## src/rtl/program_counter_stack_pkg.sv

```systemverilog
// Shared word-size defaults and the per-cycle operation decode for the
// program counter with return-address stack.
package program_counter_stack_pkg;

  localparam int HACK_WORD_WIDTH   = 16;
  localparam int HACK_RESET_VECTOR = 0;
  localparam int HACK_DEPTH        = 8;

  typedef enum logic [2:0] {
    OP_HOLD,
    OP_INC,
    OP_LOAD,
    OP_CALL,
    OP_RET
  } op_e;

  // Only the highest-priority request in a cycle takes effect.
  function automatic op_e decode_op(input logic call, input logic ret,
                                    input logic load, input logic inc);
    if (call)      return OP_CALL;
    else if (ret)  return OP_RET;
    else if (load) return OP_LOAD;
    else if (inc)  return OP_INC;
    else           return OP_HOLD;
  endfunction

endpackage

```

## src/rtl/program_counter_stack_if.sv

```systemverilog
// Control/status bundle between the fetch sequencer (master) and the
// program counter (slave).
interface program_counter_stack_if #(
  parameter int WIDTH = 16,
  parameter int DEPTH = 8
);
  localparam int DW = $clog2(DEPTH + 1);

  logic             inc;
  logic             load;
  logic             call;
  logic             ret;
  logic             clear_err;
  logic [WIDTH-1:0] in;
  logic [WIDTH-1:0] out;
  logic [DW-1:0]    depth;
  logic             overflow;
  logic             underflow;

  modport master (
    output inc, load, call, ret, clear_err, in,
    input  out, depth, overflow, underflow
  );

  modport slave (
    input  inc, load, call, ret, clear_err, in,
    output out, depth, overflow, underflow
  );
endinterface

```

## src/rtl/program_counter_stack_return_stack.sv

```systemverilog
// Circular LIFO of return addresses. A push when full overwrites the oldest
// entry; rd_data always shows the current top of stack.
module return_stack #(
  parameter int WIDTH = 16,
  parameter int DEPTH = 8
) (
  input  logic                       clk,
  input  logic                       reset,
  input  logic                       push,
  input  logic                       pop,
  input  logic [WIDTH-1:0]           wr_data,
  output logic [WIDTH-1:0]           rd_data,
  output logic [$clog2(DEPTH+1)-1:0] depth,
  output logic                       full,
  output logic                       empty
);
  localparam int DW = $clog2(DEPTH + 1);
  localparam int PW = $clog2(DEPTH);

  logic [WIDTH-1:0] mem_q [DEPTH];
  logic [PW-1:0]    top_q, top_d, top_p1, top_m1;
  logic [DW-1:0]    depth_q, depth_d;

  assign top_p1  = (top_q == PW'(DEPTH - 1)) ? '0 : top_q + 1'b1;
  assign top_m1  = (top_q == '0) ? PW'(DEPTH - 1) : top_q - 1'b1;
  assign full    = (depth_q == DW'(DEPTH));
  assign empty   = (depth_q == '0);
  assign depth   = depth_q;
  assign rd_data = mem_q[top_m1];

  // NOTE: every variable gets a default before the branches, so no latch is inferred.
  always_comb begin
    top_d   = top_q;
    depth_d = depth_q;
    if (push) begin
      top_d = top_p1;
      if (!full) depth_d = depth_q + 1'b1;
    end else if (pop && !empty) begin
      top_d   = top_m1;
      depth_d = depth_q - 1'b1;
    end
  end

  // NOTE: sequential state uses non-blocking assignments so all registers
  // update together from pre-edge values.
  always_ff @(posedge clk or posedge reset) begin
    if (reset) begin
      top_q   <= '0;
      depth_q <= '0;
    end else begin
      top_q   <= top_d;
      depth_q <= depth_d;
    end
  end

  // NOTE: storage has no reset; entries are only read when depth shows them valid.
  always_ff @(posedge clk) begin
    if (push) mem_q[top_q] <= wr_data;
  end

endmodule

```

## src/rtl/program_counter_stack.sv

```systemverilog
// Program counter with single-cycle call/return through a hardware
// return-address stack, plus sticky overflow/underflow error flags.
module program_counter_stack
  import program_counter_stack_pkg::*;
#(
  parameter int              WIDTH        = HACK_WORD_WIDTH,
  parameter int              DEPTH        = HACK_DEPTH,
  parameter logic [WIDTH-1:0] RESET_VECTOR = WIDTH'(HACK_RESET_VECTOR)
) (
  input  logic                   clk,
  input  logic                   reset,
  program_counter_stack_if.slave bus
);
  logic [WIDTH-1:0] pc_q, pc_d, pc_inc;
  logic             overflow_q, overflow_d;
  logic             underflow_q, underflow_d;
  logic             push, pop, ovf_err, unf_err;
  logic             full, empty;
  logic [WIDTH-1:0] rd_data;
  op_e              op;

  // The pushed return address wraps modulo 2^WIDTH, same as inc.
  assign pc_inc = pc_q + 1'b1;

  return_stack #(
    .WIDTH (WIDTH),
    .DEPTH (DEPTH)
  ) u_return_stack (
    .clk     (clk),
    .reset   (reset),
    .push    (push),
    .pop     (pop),
    .wr_data (pc_inc),
    .rd_data (rd_data),
    .depth   (bus.depth),
    .full    (full),
    .empty   (empty)
  );

  always_comb begin
    op      = decode_op(bus.call, bus.ret, bus.load, bus.inc);
    pc_d    = pc_q;
    push    = 1'b0;
    pop     = 1'b0;
    ovf_err = 1'b0;
    unf_err = 1'b0;
    case (op)
      OP_CALL: begin
        push    = 1'b1;
        pc_d    = bus.in;
        ovf_err = full;
      end
      OP_RET: begin
        if (empty) begin
          unf_err = 1'b1;
        end else begin
          pop  = 1'b1;
          pc_d = rd_data;
        end
      end
      OP_LOAD: pc_d = bus.in;
      OP_INC:  pc_d = pc_inc;
      default: ;
    endcase
    // A new error in the same cycle as clear_err keeps the flag set.
    overflow_d  = (overflow_q  & ~bus.clear_err) | ovf_err;
    underflow_d = (underflow_q & ~bus.clear_err) | unf_err;
  end

  always_ff @(posedge clk or posedge reset) begin
    if (reset) begin
      pc_q        <= RESET_VECTOR;
      overflow_q  <= 1'b0;
      underflow_q <= 1'b0;
    end else begin
      pc_q        <= pc_d;
      overflow_q  <= overflow_d;
      underflow_q <= underflow_d;
    end
  end

  assign bus.out       = pc_q;
  assign bus.overflow  = overflow_q;
  assign bus.underflow = underflow_q;

endmodule

```

## src/flat_wrapper.sv

```systemverilog
// flat-port wrapper written by rule: the top's interface ports become plain ports
module program_counter_stack_flat import program_counter_stack_pkg::*;
#(
  parameter int              WIDTH        = HACK_WORD_WIDTH,
  parameter int              DEPTH        = HACK_DEPTH,
  parameter logic [WIDTH-1:0] RESET_VECTOR = WIDTH'(HACK_RESET_VECTOR)
)
  (clk, reset, bus_inc, bus_load, bus_call, bus_ret, bus_clear_err, bus_in, bus_out, bus_depth, bus_overflow, bus_underflow);
  program_counter_stack_if #(.WIDTH(WIDTH), .DEPTH(DEPTH)) bus_i ();
  input  logic clk;
  input  logic reset;
  input wire logic [$bits(bus_i.inc)-1:0] bus_inc;
  input wire logic [$bits(bus_i.load)-1:0] bus_load;
  input wire logic [$bits(bus_i.call)-1:0] bus_call;
  input wire logic [$bits(bus_i.ret)-1:0] bus_ret;
  input wire logic [$bits(bus_i.clear_err)-1:0] bus_clear_err;
  input wire logic [$bits(bus_i.in)-1:0] bus_in;
  output wire logic [$bits(bus_i.out)-1:0] bus_out;
  output wire logic [$bits(bus_i.depth)-1:0] bus_depth;
  output wire logic [$bits(bus_i.overflow)-1:0] bus_overflow;
  output wire logic [$bits(bus_i.underflow)-1:0] bus_underflow;
  assign bus_i.inc = bus_inc;
  assign bus_i.load = bus_load;
  assign bus_i.call = bus_call;
  assign bus_i.ret = bus_ret;
  assign bus_i.clear_err = bus_clear_err;
  assign bus_i.in = bus_in;
  assign bus_out = bus_i.out;
  assign bus_depth = bus_i.depth;
  assign bus_overflow = bus_i.overflow;
  assign bus_underflow = bus_i.underflow;
  program_counter_stack #(.WIDTH(WIDTH), .DEPTH(DEPTH), .RESET_VECTOR(RESET_VECTOR)) u_core (.clk(clk), .reset(reset), .bus(bus_i));
endmodule
```

## config.mk

```make
export PLATFORM = sky130hd
export DESIGN_NAME = program_counter_stack_flat
export DESIGN_NICKNAME = d
export VERILOG_FILES = /design/src/rtl/program_counter_stack_pkg.sv /design/src/rtl/program_counter_stack_if.sv /design/src/rtl/program_counter_stack_return_stack.sv /design/src/rtl/program_counter_stack.sv /design/src/flat_wrapper.sv
export SDC_FILE = /design/constraint.sdc
export NUM_CORES = 1
export LEC_CHECK = 0
export CAP_MARGIN = 25
export CORE_MARGIN = 2
export CORE_UTILIZATION = 35
export DETAILED_ROUTE_END_ITERATION = 8
export SLEW_MARGIN = 20
export SYNTH_ARGS = -nofsm -noshare
export SYNTH_HDL_FRONTEND = slang
export SYNTH_SLANG_ARGS = --single-unit
```

## constraint.sdc

```tcl
create_clock -name clk -period 2.7 [get_ports clk]
set_input_delay 0.54 -clock clk [delete_from_list [all_inputs] [get_ports clk]]
set_output_delay 0.54 -clock clk [all_outputs]
set_load 0.02 [all_outputs]
```

# After elaboration in Yosys (flattened, before gate mapping)

Memory sizes are Yosys's and may differ from the RTL's.
Cells that the tools add are included.
W data, S select, Z words.

RAM bits: 128
Flip-flop bits (word level): 25
Word-level logic and storage cells: 54
Output and inout port bits: 22
Input bits: 23
Memories kept: 1

Add/sub/neg operators: 5
Bitwise gates (word level): 5
Muxes and demuxes: 21
Equal/unequal tests: 8
Reduce and logical (&&, ||, !) cells: 9

Memories:

| name                        | words | width | read ports | clocked after Yosys merged registers in | write ports | line                                     | source |
|---|---|---|---|---|---|---|---|
| u_core.u_return_stack.mem_q | 8     | 16    | 1          | 0                                       | 1           | program_counter_stack_return_stack.sv:20 | `logic [WIDTH-1:0] mem_q [DEPTH];` |

Operators with widths:

| cell                    | count |
|---|---|
| $pmux W16 S3            | 1 |
| $mux W3                 | 7 |
| $add A16 B1 Y16 const B | 1 |
| $mux W16                | 1 |
| $mux W4                 | 3 |
| $mux W1                 | 9 |
| $eq A3 B2 Y1 const B    | 2 |
| $eq A3 B3 Y1 const B    | 2 |
| $add A4 B1 Y4 const B   | 1 |
| $eq A4 B4 Y1 const B    | 1 |
| $logic_not A4 Y1        | 1 |
| $ne A2 B2 Y1 const B    | 2 |
| $reduce_and A2 Y1       | 2 |
| $sub A4 B1 Y4 const B   | 1 |
| $add A3 B1 Y3 const B   | 1 |
| $eq A3 B1 Y1 const B    | 1 |
| $logic_not A3 Y1        | 1 |
| $reduce_bool A3 Y1      | 1 |
| $sub A3 B1 Y3 const B   | 1 |
| $and A1 B1 Y1           | 2 |
| $or A1 B1 Y1            | 2 |
| $reduce_bool A2 Y1      | 1 |
| $reduce_or A2 Y1        | 1 |
| $logic_and A1 B1 Y1     | 1 |
| other kinds (2)         | 2 |

# Longest topological paths before layout

Depth in word-level cells: 9
Depth in mapped cells: 14
Gate-level depth less buffers: 8

# Modules after synthesis

Synthesis repeated with hierarchy kept, for this count alone.

Cells, all modules: 500
Area total of the unflattened synthesis: 6,910.4 um2

Modules (own cells, without submodules):

| module                | cells an instance | sequential area each (um2) | area an instance (um2) | instances |
|---|---|---|---|---|
| return_stack          | 328               | 4,018.9                    | 5,491.5                | 1 |
| program_counter_stack | 172               | 450.4                      | 1,418.9                | 1 |

# Least setup slack after synthesis

OpenSTA, ideal clock, no wires.

Path kind: register to register
Start: reg u_core.u_return_stack.top_q[0]
End: reg u_core.pc_q[11], in the netlist u_core.bus.out[11]
Path slack: -0.075 ns
Data required time: 2.568 ns
Cell stages (with the launch flop): 13
Path buffers: 5
Setup time: 0.132 ns
Data arrival time: 2.643 ns
Period minus slack after synthesis: 2.775 ns
Cell sequence: dfrtp_1 buf_2 buf_2 buf_2 inv_1 ha_1 ha_1 clkbuf_2 nor2b_1 buf_2 mux4_2 nand2_1 nand3_1

Word-level cells in the longest chain between the ends: 5
Elaborated cells on any way between the ends: 6
Those cells by class: add/sub (1); mux (3); reduce/logical (1); memory (1)

Ends and longest elaborated chain:

| element                                                  | line                                     | source |
|---|---|---|
| from (decl)                                              | program_counter_stack_return_stack.sv:21 | `logic [PW-1:0] top_q, top_d, top_p1, top_m1;` |
| from (signal assigned)                                   | program_counter_stack_return_stack.sv:51 | `top_q <= top_d;` |
| $sub A3 B1 Y3 / $logic_not A3 Y1 (equally long branches) | program_counter_stack_return_stack.sv:25 | `assign top_m1 = (top_q == '0) ? PW'(DEPTH - 1) : top_q - 1'b1;` |
| $mux W3 (*)                                              | program_counter_stack_return_stack.sv:25 |  |
| $mem_v2 Z8 W16 (*)                                       | -                                        |  |
| $mux W16 (*)                                             | program_counter_stack.sv:54              | `if (empty) begin` |
| $pmux W16 S3 (*)                                         | program_counter_stack.sv:47              | `case (op)` |
| to (signal assigned)                                     | program_counter_stack.sv:76              | `pc_q <= pc_d;` |
| to (decl)                                                | program_counter_stack.sv:14              | `logic [WIDTH-1:0] pc_q, pc_d, pc_inc;` |

Every way passes the cells marked *; elsewhere a longest branch is shown, timed or not. The select of a mux whose other input is x is not followed.
A chain may end at the register's enable or synchronous reset.

# Worst setup path after layout

Start: reg u_core.u_return_stack.top_q[0]
End: reg u_core.pc_q[13], in the netlist u_core.bus.out[13]

The elaborated chain is that of the path after synthesis.

==> summary.txt <==
Pwr Total = 0.01003 W
switch share = 37.39%
Std-Cell Rows = 50
crit-path most repeated cell = ha_1
largest net degree at the start of global routing = 44
Critical Path Max Stage Delay = 590 ps
Worst path slowest cell = ha_1
most frequent cells in the layout = edfxtp_1, clkdlybuf4s50_1, o21ai_0
fin cells = 828
Slew Limit Headroom = 45.60%
# setup viols final = 0
GRT Resource Usage Total = 17.73%
run status = complete, no violations
DRT Pass-1 Iters = 5
io pins = 45
CP Launch Type = flop
nets@finish = 585
WHS Path Cells = 2
final design utilization = 43.67%
Syn Area/Cell = 13.99 um^2
Multi-input gate area = 0.002106 mm^2
Clock power frac = 22.1%
Required @ worst endpoint = 2990 ps
Synth Flop Type = edfxtp_1
Post-Synth XOR/XNOR Area = 2.319%
Post-synth EDFFs = 128
Critical Path, Cell by Cell = inv_1 -> ha_1 -> ha_1 -> buf_4 -> mux4_2 -> o21ai_0 -> a21o_1 -> nand4_1
fraction of layout cells with a size suffix above 1 = 16.20%
clock slew seen by the registers of the worst setup and hold paths = 60 ps
Worst Clk Skew = 11.87 ps
Post-Synth Adder-Cell Area = 1.288%
logic gate share of total power = 41.3%
crit path DAT = 2770 ps
power per cell area = 1215 mW/mm^2
Setup CP Type = flop to flop
number of port buffers = 44
Clock Latency Late Sink = 420 ps
Horiz. Die Dim = 143.4 um
Hold-fix buffers, CTS = 0
critical path depth = 8
max_cap viols = 0
initial DRC count = 412
Hold Vio Cnt, Final = 0
synthesized netlist cell count = 486
min cycle time layout = 2474 ps
global placement routability congestion = 0.9427
reg2reg path depth = 8
multiplexer area fraction after synthesis = 5.301%
Initial Utilization = 35.98%
library cells used by synthesis = 62
core footprint = 0.01889 mm^2
commonest non-fill, non-tap cell in the layout = edfxtp_1
YS warnings = 0
CP bufs+invs = 2
Hold Crit Class = flop to flop
leakage power = 2.837 nW
register area share after synthesis = 65.75%
Psw = 0.003749 W
Layout area overhead = 21.37%
full die area = 0.02055 mm^2
Seq pwr share = 36.7%
maximum clock rate = 404.1 MHz
DIE HEIGHT = 143.4 um
synth top area cells = edfxtp_1, dfrtp_1, mux4_2
number of buffers created by CTS = 17
vias in the first global route = 4413
CP Max Fanout = 9
global-route wire length before repair = 26400 um
grt ovf = 0
Compound-Gate Fraction of Synth Area = 13.88%
CTS max path bufs = 2
Max Slew Vio Count = 0
RSZ-0062 raised after global routing = no
Async SR Flop Fraction = 16.34%
Final period util = 91.65%
drc violations = 0
Synth Net Count = 516
post-DR wirelength/cell = 21.24 um
largest family of logic cells by synthesized area = compound AO/OA/AOI/OAI gates
#FFs+latches synth = 153
setup TNS = 0 ps
initial antenna violation count = 0
diode count = 0
Synth area leader = edfxtp_1
Fill cells = 1712
hold slack final = 533.8 ps
HPWL after detailed placement = 11420 um
Worst-Margin Slew = 815.2 ps
Mapped Area = 0.006798 mm^2
Final ANT Viol Nets = 0
CTS tree = yes
placed insts = 796
Vias = 4508
P_int = 0.006279 W
Synth Area in Simple Gates = 8.007%
post-CTS sizing = 0
top cell type's share of synthesized area = 56.54%
Critical Path Sink Type = flop
WL final = 17590 um
DR vias/cell = 5.444
Seq. cell area = 0.004471 mm^2
Post-CTS Setup Repair Bufs = 0
Worst IR Drop VDD = 0.6138 mV
CP delay by family, top = adder cells
Clock Sinks = 153
clock root cell = clkbuf_16
level count of the clock H-tree = 4
Yosys cell counts (5+ instances only):
cell	n
a211oi_1	5
a21oi_1	21
a221oi_1	5
buf_2	10
clkbuf_1	9
dfrtp_1	25
edfxtp_1	128
ha_1	7
inv_1	15
mux2i_1	9
mux4_2	11
nand2_1	29
nand2b_1	6
nand3_1	9
nand4_1	5
nor2_1	23
nor2b_1	5
nor3_1	13
o21ai_0	33
o221ai_1	15
o22a_1	12
o22ai_1	10
xnor2_1	11
xor2_1	7
through the flow:
stage	setup WS, ps	cell area [um^2]
global placement	245.5	7699
detailed placement	193.8	7699
CTS	240.7	8250
floorplan	20.17	6804
global route	34.00	8250
finish	225.5	8250
final timing paths:
check / from / end / slack (ps)
min in group asynchronous: reset / u_core.u_return_stack.depth[3] / 580
min: u_core.bus.overflow / u_core.bus.overflow / 530
max reg2reg: u_core.u_return_stack.top_q[0] / u_core.bus.out[13] / 230
min reg2reg: u_core.bus.overflow / u_core.bus.overflow / 530
max: u_core.u_return_stack.top_q[0] / u_core.bus.out[13] / 230
max in group asynchronous: reset / u_core.bus.out[12] / 1460
cells by family (layout without fill, tap and decap cells):
group,Yosys count,in the layout
buffers and inverters,44,126
flip-flops,153,153
AND/OR/NAND/NOR,106,106
multiplexers,22,22
adder cells (fa/ha/maj),7,7
XOR/XNOR,18,18
AO/OA/AOI/OAI,136,136
metal layers:
layer  vias up  wire length (um)  GRT usage [%]
met1      2285              7278          22.35
met3        26               976          3.832
met4         0               408          6.966
met5         -                 0              0
li1       2048                 -              -
met2       149              8925          29.90
power groups by stage:
stage,Clock (W),Combinational [W],Sequential (W)
6_report,0.00221,0.00414,0.00368
5_1_grt,0.00235,0.00449,0.00373
4_1_cts,0.00225,0.00414,0.00367
3_5_place_dp,0,0.00412,0.00372
3_3_place_gp,0,0.00406,0.00369
2_1_floorplan,0,0.00251,0.00377
area by class of cell:
type	instances	area share, %
Inverter	15	0.6824
Timing Repair Buffer	79	8.978
Tap cell	260	3.943
Sequential cell	153	54.19
Multi-Input combinational cell	289	25.52
Clock inverter	15	1.532
Clock buffer	17	5.156
worst register-to-register path: stages, from the launching register on:
cell     delay, ps
dfrtp_2        380
inv_1          130
ha_1           230
ha_1           590
buf_4          280
mux4_2         320
o21ai_0        170
a21o_1         160
nand4_1        100
sequential cells by signal, indices dropped and copies added (netlist names):
signal                       cells
u_core.bus.overflow              1
u_core.u_return_stack.top_q      3
u_core.u_return_stack.depth      4
u_core.bus.out                  16
u_core.u_return_stack.mem_q    128
u_core.bus.underflow             1
Power figures use the tool's default switching activity.
